<file path="src/rtl/uart_pkg.sv">
// Shared definitions for the board UART link (receive and transmit halves).
package uart_pkg;

    // Payload bits per frame.
    localparam int DATA_BITS = 8;

    // Receiver FSM states. PARITY is only reached in the UART_RX_PARITY_EN build.
    typedef enum logic [2:0] {
        IDLE,
        START,
        DATA,
        PARITY,
        STOP
    } uart_rx_state_t;

    // Even parity check: returns 1 when the data bits plus the parity bit hold an odd count of ones.
    function automatic logic even_parity_err(input logic [DATA_BITS-1:0] data, input logic par);
        return (^data) ^ par;
    endfunction

endpackage

</file>
<file path="src/rtl/sync_2ff.sv">
// Two-flop synchroniser for asynchronous inputs, with a selectable reset value.
module sync_2ff #(
    parameter int unsigned WIDTH       = 1,
    parameter logic        RESET_VALUE = 1'b1
) (
    input  logic             clk,
    input  logic             rst_n,
    input  logic [WIDTH-1:0] d,
    output logic [WIDTH-1:0] q
);

    logic [WIDTH-1:0] meta_q;
    logic [WIDTH-1:0] sync_q;

    // Capture the async input, then re-register to let metastability settle.
    always_ff @(posedge clk or negedge rst_n) begin
        if (!rst_n) begin
            meta_q <= {WIDTH{RESET_VALUE}};
            sync_q <= {WIDTH{RESET_VALUE}};
        end else begin
            meta_q <= d;
            sync_q <= meta_q;
        end
    end

    assign q = sync_q;

endmodule

</file>
<file path="src/rtl/uart_rx.sv">
// UART receiver: oversamples rx with the system clock and samples each bit at its centre.
// Default build receives 8N1 frames. Defining UART_RX_PARITY_EN adds an even-parity bit
// between the data and stop bits and enables parity_err_o; the port list is unchanged.
module uart_rx
    import uart_pkg::*;
#(
    parameter int unsigned CLOCKS_PER_BAUD = 33
) (
    input  logic                 clk,
    input  logic                 rst_n,
    input  logic                 rx,
    output logic [DATA_BITS-1:0] data_o,
    output logic                 valid_o,
    output logic                 framing_err_o,
    output logic                 parity_err_o,
    output logic                 busy_o
);

    localparam int unsigned HALF  = CLOCKS_PER_BAUD / 2;
    localparam int unsigned CNT_W = $clog2(CLOCKS_PER_BAUD);

    // Start bit is checked half a bit in; every later bit one full period after the previous.
    localparam logic [CNT_W-1:0] HALF_LAST = CNT_W'(HALF - 1);
    localparam logic [CNT_W-1:0] BAUD_LAST = CNT_W'(CLOCKS_PER_BAUD - 1);
    localparam logic [2:0]       BIT_LAST  = 3'(DATA_BITS - 1);

    logic rx_s;

    uart_rx_state_t       state_q, state_d;
    logic [CNT_W-1:0]     cnt_q, cnt_d;
    logic [2:0]           bit_idx_q, bit_idx_d;
    logic [DATA_BITS-1:0] shift_q, shift_d;
    logic [DATA_BITS-1:0] data_q, data_d;
    logic                 valid_q, valid_d;
    logic                 ferr_q, ferr_d;
`ifdef UART_RX_PARITY_EN
    logic                 par_flag_q, par_flag_d;
    logic                 perr_q, perr_d;
`endif

    sync_2ff #(
        .WIDTH       (1),
        .RESET_VALUE (1'b1)
    ) u_rx_sync (
        .clk   (clk),
        .rst_n (rst_n),
        .d     (rx),
        .q     (rx_s)
    );

    // Next-state logic: bit timing, deserialisation and end-of-frame status.
    always_comb begin
        state_d   = state_q;
        cnt_d     = cnt_q;
        bit_idx_d = bit_idx_q;
        shift_d   = shift_q;
        data_d    = data_q;
        valid_d   = 1'b0;
        ferr_d    = 1'b0;
`ifdef UART_RX_PARITY_EN
        par_flag_d = par_flag_q;
        perr_d     = 1'b0;
`endif

        case (state_q)
            IDLE: begin
                cnt_d     = '0;
                bit_idx_d = '0;
                if (!rx_s) begin
                    state_d = START;
                end
            end

            START: begin
                if (cnt_q == HALF_LAST) begin
                    cnt_d = '0;
                    // Line back high at mid-start: a glitch, not a frame.
                    state_d = rx_s ? IDLE : DATA;
                end else begin
                    cnt_d = cnt_q + 1'b1;
                end
            end

            DATA: begin
                if (cnt_q == BAUD_LAST) begin
                    cnt_d     = '0;
                    shift_d   = {rx_s, shift_q[DATA_BITS-1:1]};
                    bit_idx_d = bit_idx_q + 1'b1;
                    if (bit_idx_q == BIT_LAST) begin
`ifdef UART_RX_PARITY_EN
                        state_d = PARITY;
`else
                        state_d = STOP;
`endif
                    end
                end else begin
                    cnt_d = cnt_q + 1'b1;
                end
            end

`ifdef UART_RX_PARITY_EN
            PARITY: begin
                if (cnt_q == BAUD_LAST) begin
                    cnt_d      = '0;
                    par_flag_d = even_parity_err(shift_q, rx_s);
                    state_d    = STOP;
                end else begin
                    cnt_d = cnt_q + 1'b1;
                end
            end
`endif

            STOP: begin
                if (cnt_q == BAUD_LAST) begin
                    cnt_d = '0;
                    // Leave at mid-stop so the next start edge is caught even with baud skew.
                    state_d = IDLE;
                    if (!rx_s) begin
                        ferr_d = 1'b1;
`ifdef UART_RX_PARITY_EN
                    end else if (par_flag_q) begin
                        perr_d = 1'b1;
`endif
                    end else begin
                        data_d  = shift_q;
                        valid_d = 1'b1;
                    end
                end else begin
                    cnt_d = cnt_q + 1'b1;
                end
            end

            default: begin
                state_d = IDLE;
                cnt_d   = '0;
            end
        endcase
    end

    // State and datapath registers; reset discards any partial frame.
    always_ff @(posedge clk or negedge rst_n) begin
        if (!rst_n) begin
            state_q   <= IDLE;
            cnt_q     <= '0;
            bit_idx_q <= '0;
            shift_q   <= '0;
            data_q    <= '0;
            valid_q   <= 1'b0;
            ferr_q    <= 1'b0;
        end else begin
            state_q   <= state_d;
            cnt_q     <= cnt_d;
            bit_idx_q <= bit_idx_d;
            shift_q   <= shift_d;
            data_q    <= data_d;
            valid_q   <= valid_d;
            ferr_q    <= ferr_d;
        end
    end

`ifdef UART_RX_PARITY_EN
    // Parity result of the current frame and its registered error strobe.
    always_ff @(posedge clk or negedge rst_n) begin
        if (!rst_n) begin
            par_flag_q <= 1'b0;
            perr_q     <= 1'b0;
        end else begin
            par_flag_q <= par_flag_d;
            perr_q     <= perr_d;
        end
    end

    assign parity_err_o = perr_q;
`else
    assign parity_err_o = 1'b0;
`endif

    assign data_o        = data_q;
    assign valid_o       = valid_q;
    assign framing_err_o = ferr_q;
    assign busy_o        = (state_q != IDLE);

endmodule

</file>
<file path="config.mk">
export PLATFORM = sky130hd
export DESIGN_NAME = uart_rx
export DESIGN_NICKNAME = d
export VERILOG_FILES = /design/src/rtl/uart_pkg.sv /design/src/rtl/sync_2ff.sv /design/src/rtl/uart_rx.sv
export SDC_FILE = /design/constraint.sdc
export NUM_CORES = 1
export LEC_CHECK = 0
export CORE_ASPECT_RATIO = 1.5
export CORE_MARGIN = 1
export CORE_UTILIZATION = 39
export DETAILED_ROUTE_END_ITERATION = 12
export GPL_TIMING_DRIVEN = 0
export PLACE_DENSITY_LB_ADDON = 0.1
export RECOVER_POWER = 50
export SYNTH_ARGS = -nofsm -noshare
export SYNTH_HDL_FRONTEND = slang
export SYNTH_SLANG_ARGS = --single-unit
</file>
<file path="constraint.sdc">
create_clock -name clk -period 2.3 [get_ports clk]
set_clock_uncertainty 0.2 [all_clocks]
set_input_delay 0.575 -clock clk [delete_from_list [all_inputs] [get_ports clk]]
set_output_delay 0.575 -clock clk [all_outputs]
set_load 0.03 [all_outputs]
</file>
[Word level (Yosys, flattened, before mapping)]
Index checks and enable logic that the tools add are counted.
Operators by class
  add/subtract/negate cells: 2
  multipliers: 0
  div/mod/pow operators: 0
  order comparisons: 0
  equal/unequal tests: 11
  shift-type cells: 0
  muxes and demuxes: 18
  bitwise operators: 0
  reduce and logical (&&, ||, !) cells: 8
Operators with widths (count)
  $mux W3: 6
  $mux W6: 2
  $pmux W3 S4: 1
  $pmux W6 S2: 1
  $ne A2 B2 Y1 const B: 5
  $add A6 B1 Y6 const B: 1
  $eq A3 B3 Y1 const B: 2
  $eq A6 B4 Y1 const B: 1
  $eq A6 B6 Y1 const B: 1
  $mux W1: 6
  $pmux W3 S2: 1
  $reduce_and A5 Y1: 1
  $reduce_and A2 Y1: 2
  $add A3 B1 Y3 const B: 1
  $eq A3 B1 Y1 const B: 1
  $eq A3 B2 Y1 const B: 1
  $logic_not A3 Y1: 1
  $reduce_and A3 Y1: 1
  $reduce_bool A3 Y1: 1
  $mux W2: 1
  $reduce_bool A2 Y1: 1
  $reduce_or A2 Y1: 1
Storage, ports and cells
  bits in registers: 32
  bits in latches: 0
  RAM bits: 0
  memory bits (read-only): 0
  output and inout bits: 12
  word-level logic and storage cells: 48
  memories kept: 0

[Depth between registers and ports, before layout]
Gate-level depths: netlist of run 1.
  word-level depth: 4
  mapped depth: 6

[Cells and area by module]
From an unflattened synthesis of run 1, not the netlist that was laid out.
Unflattened totals
  cells, all modules: 113
  area, all modules: 1425.1 µm²
Modules (own cells, without submodules)
  uart_rx: times used 1, cells each 111, area each 1372.6 µm², seq. area each 750.7 µm²
  sync_2ff: times used 1, cells each 2, area each 52.6 µm², seq. area each 52.6 µm²

[Worst setup path after synthesis of run 1]
Ideal clock, no wire load.
  path type: flip-flop to flip-flop
  start point: register cnt_q[0]
  end point: register data_q[0], in the netlist data_o[0]
  setup time: 0.125 ns
  data arrival time: 1.655 ns
  required time: 1.975 ns
  path slack: 0.320 ns
  cell stages (with the launch flop): 6
  buffers on the path: 0
  clock period less this slack: 1.980 ns
  path through: dfrtp_1 > inv_1 > ha_1 > nand4bb_4 > nor4_4 > mux2_2
Between the ends
  longest elaborated chain between the ends: 2
Ends and longest elaborated chain
  start, declared: line uart_rx.sv:30  | logic [CNT_W-1:0] cnt_q, cnt_d;
  start signal, assigned: line uart_rx.sv:152  | cnt_q <= cnt_d;
  $eq A6 B6 Y1: line uart_rx.sv:114  | if (cnt_q == BAUD_LAST) begin
  $reduce_and A3 Y1 (no line)
  end signal, assigned: line uart_rx.sv:155  | data_q <= data_d;
  end, declared: line uart_rx.sv:33  | logic [DATA_BITS-1:0] data_q, data_d;
Every way passes these cells.
A chain may end at the register's enable or synchronous reset.

[Worst setup path in the final report of run 1]
  start point: register state_q[0]
  end point: output busy_o
Between the ends
  longest elaborated chain between the ends: 1
Ends and longest elaborated chain
  start, declared: line uart_rx.sv:29  | uart_rx_state_t state_q, state_d;
  start signal, assigned: line uart_rx.sv:151  | state_q <= state_d;
  $reduce_bool A3 Y1: line uart_rx.sv:181  | assign busy_o = (state_q != IDLE);
  end, declared: line uart_rx.sv:16  | output logic busy_o
Every way passes these cells.

==> key figures, run 1 <==
Clocking
  – Longest Clk Path Bufs: 2
  – Root Driver: clkbuf_8
  – Cts hold-fix bufs: 0
  – H-Tree Depth: 2
  – Cts bufs inserted: 5
  – Worst-path clk slew: roughly 0.060 ns
  – Clk_lat worst skew: about 0.28 ns
  – CTS tree: done
  – CTS sink count: 32

Route
  – DR vias: 891
  – Detailed Routing Iterations Pass 1: 4
  – First DRT Iteration DRCs: 10
  – Total Wirelength: 2340 um
  – Vias per inst: around 5.2
  – Post-DRT Antenna Nets: 0
  – Post-DR wirelength/cell: about 14 um
  – Residual DRC count: 0

Power and ir drop
  – Worst vdd ir: roughly 0.00049 V
  – Leak pwr: between 0.7 and 0.8 nW
  – Psw: around 0.42 mW
  – Comb power frac: a little over a fifth
  – Total Power: around 1.4 mW
  – Pwr Density: between 800 and 900 mW/mm2
  – Clock group share of total power: between 20 and 30%
  – Flop pwr share: ~50%
  – Sw frac: around 30%
  – Internal power: between 0.9 and 1 mW

Die
  – Core box area: approximately 0.0034 mm2
  – Die height: approximately 76 um
  – Die X: 51.2 um
  – Die ar.: 0.00388 mm2
  – Num ports: 15
  – Initial core utilization: just over 40%
  – Std-Cell Rows: 26

Status
  – Failing checks: capacitance limit, slew limit
  – Status: finished with violations

Final layout
  – # fillers: 342
  – Post-Layout Cell Count: 172
  – Share of cells above drive strength 1: around 27%
  – # diodes: 0
  – # nets final: between 100 and 150
  – Layout area overhead: 19.2%

Placement
  – Inst Count DP: about 160
  – Port bufs: 13
  – Worst slack, placed: -0.166 ns
  – Dpl hpwl: approximately 1700 um
  – GPL Wtd Cong: between 0.8 and 0.9

Timing
  – Fin. Hold Viols: 0
  – Max-slew headroom: -8.07%
  – Hold_ws: 0.158 ns
  – Crit share post-route: between 90% and 100%
  – Max-slew violation count: 33
  – Fmax: 0.446 GHz
  – RSZ-0062 raised after global routing: false
  – Fin crit period: 2.24 ns
  – Setup TNS: 0 ns
  – Final WS setup: 0.0581 ns
  – Measured slew at the worst slew-check pin: between 1.5 and 2 ns
  – Setup violators final: 0

Logic synthesis
  – Yosys warnings: 0
  – Yosys reg bits: 32
  – Synth Net Count: 115
  – Mapped cell area: around 0.0014 mm2
  – Cells after synthesis: approximately 110
  – Seq/Total Area, Yosys: a little under three fifths
  – Library cells used by synthesis: 32
  – Post-synthesis average cell area: 13.1 um2

Critical path
  – Crit path max fanout: 8
  – Worst r2r src: state_q[0]
  – Cells on worst reg2reg path: 4
  – R2R Setup Slk: roughly 0.25 ns
  – Req. time, crit path: ~1.5 ns
  – CP Class: register to primary output
  – Startpoint types: register
  – Crit path DAT: about 1.5 ns
  – CP endpoint kind: primary output
  – R2R Path End: shift_q[2]
  – Crit path from: state_q[0]

Global route
  – Grt ovf: 0
  – First-pass GRT wire length: ~3800 um
  – GRT Overall Usage: between 10 and 15%
  – Initial antenna violation count: 0
  – Pin count of the biggest net entering global routing: 33
  – Vias in the first global route: about 840

Hold path
  – Hold Crit Class: register to register
  – Worst Hold End: u_rx_sync.q
  – Min-delay src: u_rx_sync.meta_q
  – Hold Path Depth: 0

Run
  – Max-cap violations: 1
==> worst max path at each step <==
stage | slack, ns | end | cells past startpoint
2_1_floorplan | 0.32 | data_o[0] | 5
3_3_place_gp | -0.11 | data_o[3] | 1
3_5_place_dp | -0.17 | data_o[0] | 1
4_1_cts | 0.007 | busy_o | 2
5_1_grt | 0.01 | busy_o | 2
6_report | 0.06 | busy_o | 2
==> registers in the layout, summed over array words and instances (netlist names) <==
| register | count |
|---|---|
| data_o | 8 |
| valid_o | 1 |
| state_q | 3 |
| bit_idx_q | 3 |
| framing_err_o | 1 |
| shift_q | 8 |
| cnt_q | 6 |
| u_rx_sync.q | 1 |
| u_rx_sync.meta_q | 1 |
==> cell families (layout without fill, tap and decap cells) <==
group	Yosys count	after routing	synth area share (%)
xor+xnor	3	3	1.85
buf+inv	10	32	3.44
fa+ha+maj	4	4	3.53
simple gates	26	26	13.3
mux	19	19	14.8
flops	32	32	56.7
compound gates	13	13	6.09
other cells	1	1	0.265
==> cell usage in the layout, fill, tap and decap left out, drive strengths merged, types with 2 or more instances in the layout <==
| master | n |
|---|---|
| mux2i | 3 |
| buf | 4 |
| inv | 7 |
| nor2b | 2 |
| ha | 4 |
| nor2 | 3 |
| nand2b | 2 |
| or3 | 3 |
| o21ai | 2 |
| nor3 | 2 |
| dfstp | 2 |
| a21oi | 5 |
| nand3 | 3 |
| clkbuf | 8 |
| dfrtp | 30 |
| xor2 | 2 |
| clkdlybuf4s50 | 10 |
| mux2 | 16 |
| nand2 | 5 |
==> power by group through the flow <==
| stage | clock network (mW) | registers [mW] | logic [mW] |
|---|---|---|---|
| floorplan | 0 | 0.687 | 0.227 |
| global placement | 0 | 0.704 | 0.285 |
| detailed placement | 0 | 0.707 | 0.298 |
| CTS | 0.419 | 0.696 | 0.297 |
| global route | 0.435 | 0.705 | 0.329 |
| finish | 0.399 | 0.697 | 0.298 |
==> synthesized netlist by cell type <==
library cell / n / share of area, %
nor3_2: 1 / 0.71
a22oi_1: 1 / 0.53
o221ai_1: 1 / 0.62
nand4b_1: 1 / 0.62
a21oi_1: 5 / 1.8
dfstp_2: 2 / 3.7
nor2_1: 3 / 0.79
mux2_2: 16 / 13
o211a_1: 1 / 0.71
nor4_4: 1 / 1.5
or4b_2: 1 / 0.71
nor2b_1: 2 / 0.88
nand2_1: 5 / 1.3
a21boi_0: 1 / 0.53
or3b_2: 1 / 0.62
ha_1: 4 / 3.5
mux2i_1: 3 / 2.1
o32ai_1: 1 / 0.62
xnor2_1: 1 / 0.62
or3_1: 3 / 1.3
nor3_1: 1 / 0.35
nand4bb_4: 1 / 1.9
xor2_1: 2 / 1.2
conb_1: 1 / 0.26
nor4b_1: 1 / 0.62
o21ai_0: 2 / 0.71
buf_4: 3 / 1.6
nand2b_1: 2 / 0.88
inv_1: 7 / 1.9
nand3_1: 3 / 1.1
dfrtp_1: 30 / 53
o311ai_0: 1 / 0.62
==> critical path: stages, from the launching register on <==
cell and delay [ns]:
dfrtp_1 0.46, or3_4 0.44, clkdlybuf4s15_2 0.29
==> routing by layer <==
layer | share of wire [%] | up-vias | GRT usage [%]
met3 | 3.1 | 4 | 4.79
met4 | 1.7 | 0 | 8.11
met5 | 0 | - | 0
met1 | 42 | 451 | 15.8
met2 | 53 | 17 | 22.8
li1 | - | 419 | -
==> through the flow <==
step | util (%) | cell area [um2]
6_report | 49.0 | 1690
5_1_grt | 49.0 | 1690
3_5_place_dp | 46.4 | 1600
3_3_place_gp | 46.4 | 1600
4_1_cts | 48.8 | 1680
2_1_floorplan | - | 1420
==> layout make-up <==
| cell class | count | area (um2) | share of cell area (%) |
|---|---|---|---|
| Sequential cell | 32 | 803 | 47.6 |
| Clock buffer | 7 | 76.3 | 4.52 |
| Clock inverter | 1 | 5.00 | 0.296 |
| Timing Repair Buffer | 14 | 133 | 7.85 |
| Buffer | 3 | 22.5 | 1.33 |
| Tap cell | 42 | 52.6 | 3.11 |
| Inverter | 7 | 26.3 | 1.56 |
| Multi-Input combinational cell | 66 | 571 | 33.8 |
==> what timing repair did <==
action	in CTS	in global routing
setup endpoints to repair	1	13
setup buffers	0	1
pin swaps	0	1
hold endpoints to repair	0	0
resized for setup	3	2
Power figures use the tool's default switching activity.
==> inputs of run 2 (changes only) <==
- HOLD_SLACK_MARGIN: unset -> 0.05
- SLEW_MARGIN: unset -> 20
==> run 2 against run 1 <==
Against the previous run:
- global-route usage grew 0.084 points
- flip-flop and latch count is the same
- via count shrank 1.3%
- sequential power is essentially flat
- non-clock buffer count is the same
- setup slack lost 0.0034 ns
- highest routed layer unchanged
- sequential share of layout area is the same
- the flow still finishes with violations (capacitance limit, slew limit)
- largest power group unchanged
- hold slack is essentially flat
- die area is the same
==> key figures, run 2 (synthesis gave the netlist of run 1 again) <==
Placement
  – GPL Wtd Cong: 0.821 (unchanged)
  – Port bufs: 13 (unchanged)
  – Worst slack, placed: 0.000502 ns (+0.166 ns)
  – Inst Count DP: 163 (unchanged)
  – Dpl hpwl: 1700 um (-0.50%)

Clocking
  – Clk_lat worst skew: 0.28 ns (about the same)
  – Longest Clk Path Bufs: 2 (unchanged)
  – Root Driver: clkbuf_8
  – CTS sink count: 32 (unchanged)
  – Cts hold-fix bufs: 0 (unchanged)
  – H-Tree Depth: 2 (unchanged)
  – CTS tree: done
  – Cts bufs inserted: 5 (unchanged)
  – Worst-path clk slew: 0.06 ns (about the same)

Global route
  – Initial antenna violation count: 0 (unchanged)
  – First-pass GRT wire length: 3830 um (+0.90%)
  – GR peak layer: met2
  – Met3 Use GR: 4.79% (unchanged)
  – GRT met1 Usage: 16.0% (+0.25 points)
  – Vias in the first global route: 840 (+0.12%)
  – GRT Overall Usage: 14.0% (+0.084 points)
  – Met2 GRT Util: 22.8% (unchanged)
  – Grt ovf: 0 (unchanged)
  – Pin count of the biggest net entering global routing: 33 (unchanged)

Timing
  – Fin crit period: 2.25 ns (+0.00343 ns)
  – Setup violators final: 0 (unchanged)
  – Max-slew headroom: -9.05% (-0.97 points)
  – Hold_ws: 0.158 ns (-0.00000600 ns)
  – Max-slew violation count: 33 (unchanged)
  – Fmax: 0.445 GHz (-0.15%)
  – Measured slew at the worst slew-check pin: 1.64 ns (+0.0146 ns)
  – Final WS setup: 0.0547 ns (-0.00343 ns)
  – Fin. Hold Viols: 0 (unchanged)
  – RSZ-0062 raised after global routing: false
  – Crit share post-route: 97.6% (+0.15 points)

Critical path
  – Crit path from: state_q[0]
  – CP Class: register to primary output
  – Crit path max fanout: 8 (unchanged)
  – Startpoint types: register
  – Worst r2r src: state_q[0]
  – Crit path DAT: 1.47 ns (about the same)
  – Req. time, crit path: 1.52 ns (about the same)
  – CP endpoint kind: primary output

Final layout
  – Post-Layout Cell Count: 172 (unchanged)
  – Most frequent cells in the layout: dfrtp_1 (30), mux2_2 (16), clkdlybuf4s50_1 (10)
  – Most common cell after layout, fill and taps aside: dfrtp_1
  – # fillers: 340 (-0.58%)
  – # nets final: 136 (unchanged)
  – # diodes: 0 (unchanged)
  – Share of cells above drive strength 1: 26.9% (unchanged)
  – Layout area overhead: 19.2% (unchanged)
  – Finished Core Util: 49.0% (unchanged)

Die
  – Die ar.: 0.00388 mm2 (unchanged)
  – Initial core utilization: 41.1% (unchanged)
  – Core box area: 0.00345 mm2 (unchanged)
  – Die height: 75.8 um (unchanged)
  – Die X: 51.2 um (unchanged)
  – Num ports: 15 (unchanged)
  – Std-Cell Rows: 26 (unchanged)

Power and ir drop
  – Leak pwr: 0.773 nW (unchanged)
  – Pwr Density: 828 mW/mm2 (+0.36%)
  – Worst vdd ir: 0.000515 V (+4.1%)

Route
  – DR vias: 879 (-1.3%)
  – Detailed Routing Iterations Pass 1: 3 (-1)
  – Vias per inst: 5.11 (-1.3%)
  – First DRT Iteration DRCs: 13 (+3)
  – Residual DRC count: 0 (unchanged)
  – Total Wirelength: 2340 um (-0.17%)
  – Post-DR wirelength/cell: 13.6 um (-0.17%)
  – Post-DRT Antenna Nets: 0 (unchanged)

Hold path
  – Min-delay src: u_rx_sync.meta_q
  – Hold Crit Class: register to register

Status
  – Status: finished with violations
  – Failing checks: capacitance limit, slew limit

Run
  – Max-cap violations: 1 (unchanged)
==> run 2: what timing repair did <==
action | CTS | global route
resized for setup | 3 | 1
endpoints found under the setup margin | 1 | 9
setup buffers | 0 | 1
pin swaps | 0 | 1
==> run 2: cell type report <==
class / instances / area, um2 / share of cell area [%]
plain buffers: 3 / 22.5 / 1.33
clock buffers: 7 / 76.3 / 4.52
clock inverters: 1 / 5.00 / 0.296
inverters: 7 / 26.3 / 1.56
multi-input cells: 66 / 571 / 33.8
flip-flops and latches: 32 / 803 / 47.6
well taps: 42 / 52.6 / 3.11
repair buffers: 14 / 133 / 7.85
==> run 2: power breakdown <==
| group | switching, mW | total [mW] | internal, mW |
|---|---|---|---|
| Sequential | 0.0738 | 0.697 | 0.623 |
| Clock | 0.190 | 0.402 | 0.212 |
| Combinational | 0.164 | 0.299 | 0.135 |
==> run 2: stage by stage <==
step / area, um2 / TNS, ns / power (mW)
after floorplan: 1420 / 0 / 0.914
after global placement: 1600 / -3.11 / 0.989
after detailed placement: 1600 / 0 / 1.00
after CTS: 1680 / 0 / 1.41
after global routing: 1690 / 0 / 1.47
final: 1690 / 0 / 1.40
==> run 2: critical path: stages, from the launching register on <==
cell,delay [ns]
dfrtp_1,0.46
or3_4,0.44
clkdlybuf4s15_2,0.29
==> run 2: routing by layer <==
layer	vias to the layer above	wire length (um)
li1	419	-
met1	439	998
met2	15	1210
met3	6	74
met4	0	48
met5	-	0
==> run 2: path summary, 6_finish.rpt <==
check | slack (ns) | end | depth (start not counted)
worst min register to register | 0.16 | u_rx_sync.q | 0
worst min-delay path | 0.16 | u_rx_sync.q | 0
max in group asynchronous | 0.44 | cnt_q[1] | 1
min in group asynchronous | 0.50 | shift_q[6] | 1
worst max register to register | 0.24 | shift_q[2] | 4
worst max-delay path | 0.05 | busy_o | 2
==> patch: new RTL, settings of run 1 <==
`CLOCKS_PER_BAUD`: 33 -> 66.
--- a/src/rtl/uart_rx.sv
+++ b/src/rtl/uart_rx.sv
@@ -4,7 +4,7 @@
 module uart_rx
     import uart_pkg::*;
 #(
-    parameter int unsigned CLOCKS_PER_BAUD = 33
+    parameter int unsigned CLOCKS_PER_BAUD = 66
 ) (
     input  logic                 clk,
     input  logic                 rst_n,
Function: same outputs for any inputs over 10 cycles, from zero or initial values and one cycle with rst_n low; that may be too few to reach the edited logic, so the function may still have changed.
==> patch against run 1 <==
- wire length rose by 12%
- largest cell class unchanged
- hold slack improved by 1.1 ps
- total power rose by 2.1%
- sequential cell count rose by 1
- synthesized area rose by 5.5%
- highest routed layer unchanged
- critical path type unchanged
- cell area rose by 6.7%
- die area rose by 5.3%
- largest power group unchanged
- worst setup slack improved by 35 ps
==> patch: results <==
[power]
power_leakage_nw = 0.843
power_frac_comb_pct = 13.5
max-vdd-ir-drop_uv = 604
p_int_mw = 1.05
pwr-share-seq_pct = 47.6
pg_seq_mw = 0.676

[place]
portBuffers = 13
hpwl_um = 1850
place_inst = 180
globalplace.congestion = 0.693
dp_slack_ps = -84.2

[drt]
dr.first_iter.drc_count = 37
via_per_inst = 5.42
wire_per_inst_um = 14.1
wl_met1_um = 1090
wl_met3_um = 78
dr.pass1.iters = 4
top_layer = met4
vias = 1009
wl_met2_um = 1400

[synth]
yosysWarnings = 0
avgSynthCellArea_um2 = 12.1
synth.area.top_cells = dfrtp_1 (52%), mux2_2 (12%), ha_1 (4.2%)
yosysSeqAreaShare_pct = 55.4
synthTopCellsByCount = dfrtp_1 (31), mux2_2 (16), a21oi_1 (6)
synth_compound_area_share_pct = 9.96
syn_nets = 132
synth_xor_area_share_pct = 1.76
synthAdderAreaFrac_pct = 4.18
yosysUniqueCellTypes = 36
synth_mux_area_share_pct = 12.1

[final_layout]
final_nets = 150
fillers = 332
layout-drive-gt1-share_pct = 23.8

[critical_path]
arrival_ps = 1430
rrSetupSlack_ps = 150
cpLargestDelayFamily = flip-flops
critPathSlowestCell = dfrtp_1
cp_max_fo = 11
slowest_delay_ps = 520

[sta]
hold_slack_ps = 159
tightest_slew_ps = 801
min_period_ps = 2210

[cts]
clock_latency_ps = 280
htree_levels = 2
path_clk_slew_ps = 70
root_buffer = clkbuf_8

[min_path]
hold_class = register to register

[grt]
grt_use_total_pct = 15.9
grt_pass1_wl_um = 4760
grt_max_degree = 34

[status]
status = completed
[patch: cell count changes in the layout (fill, tap and decap cells not counted), moves of 3 or more]
cell      change
nor3b_1       +3
o21ai_0       +3
nand4_1       +3
clkbuf_2      +3
buf_4         -3
mux2i_1       -3
[patch: timing repair]
item | 4_1_cts | 5_1_grt
hold endpoints to repair | 0 | 0
endpoints found under the setup margin | 1 | 14
resized for setup | 4 | 4
[patch: metal layers]
metal  up-vias  GRT usage [%]
li1        485              -
met1       500           19.0
met2        18           25.6
met3         6           4.71
met4         0           7.11
met5         -              0
[patch: logic make-up after synthesis]
group / count (synthesis)
DFF: 33
and+or+nand+nor: 32
AOI/OAI and AO/OA: 23
muxes: 16
buffers and inverters: 11
adders and majority gates: 5
xor gates and xnor gates: 3
other: 1
[patch: stage by stage]
stage | instance area (µm²) | util [%]
2_1_floorplan | 1500 | -
3_3_place_gp | 1680 | 45.6
3_5_place_dp | 1670 | 45.5
4_1_cts | 1790 | 48.6
5_1_grt | 1800 | 48.9
6_report | 1800 | 48.9
[patch: area by class of cell]
cell class / count / area, µm² / area share (%)
buffer: 4 / 22.5 / 1.25
clock inverter: 1 / 30.0 / 1.67
timing repair buffer: 13 / 125 / 6.94
sequential: 33 / 828 / 46.0
clock buffer: 7 / 86.3 / 4.79
inverter: 5 / 18.8 / 1.04
tap: 43 / 53.8 / 2.99
multi-input combinational: 80 / 637 / 35.3
[patch: path summary, 6_finish.rpt]
check / startpoint / endpoint / depth (start not counted)
min in group asynchronous: rst_n / data_o[7] / 1
max: state_q[2] / busy_o / 3
min reg2reg: u_rx_sync.meta_q / u_rx_sync.q / 0
max reg2reg: state_q[2] / data_o[0] / 3
min: u_rx_sync.meta_q / u_rx_sync.q / 0
max in group asynchronous: rst_n / valid_o / 1
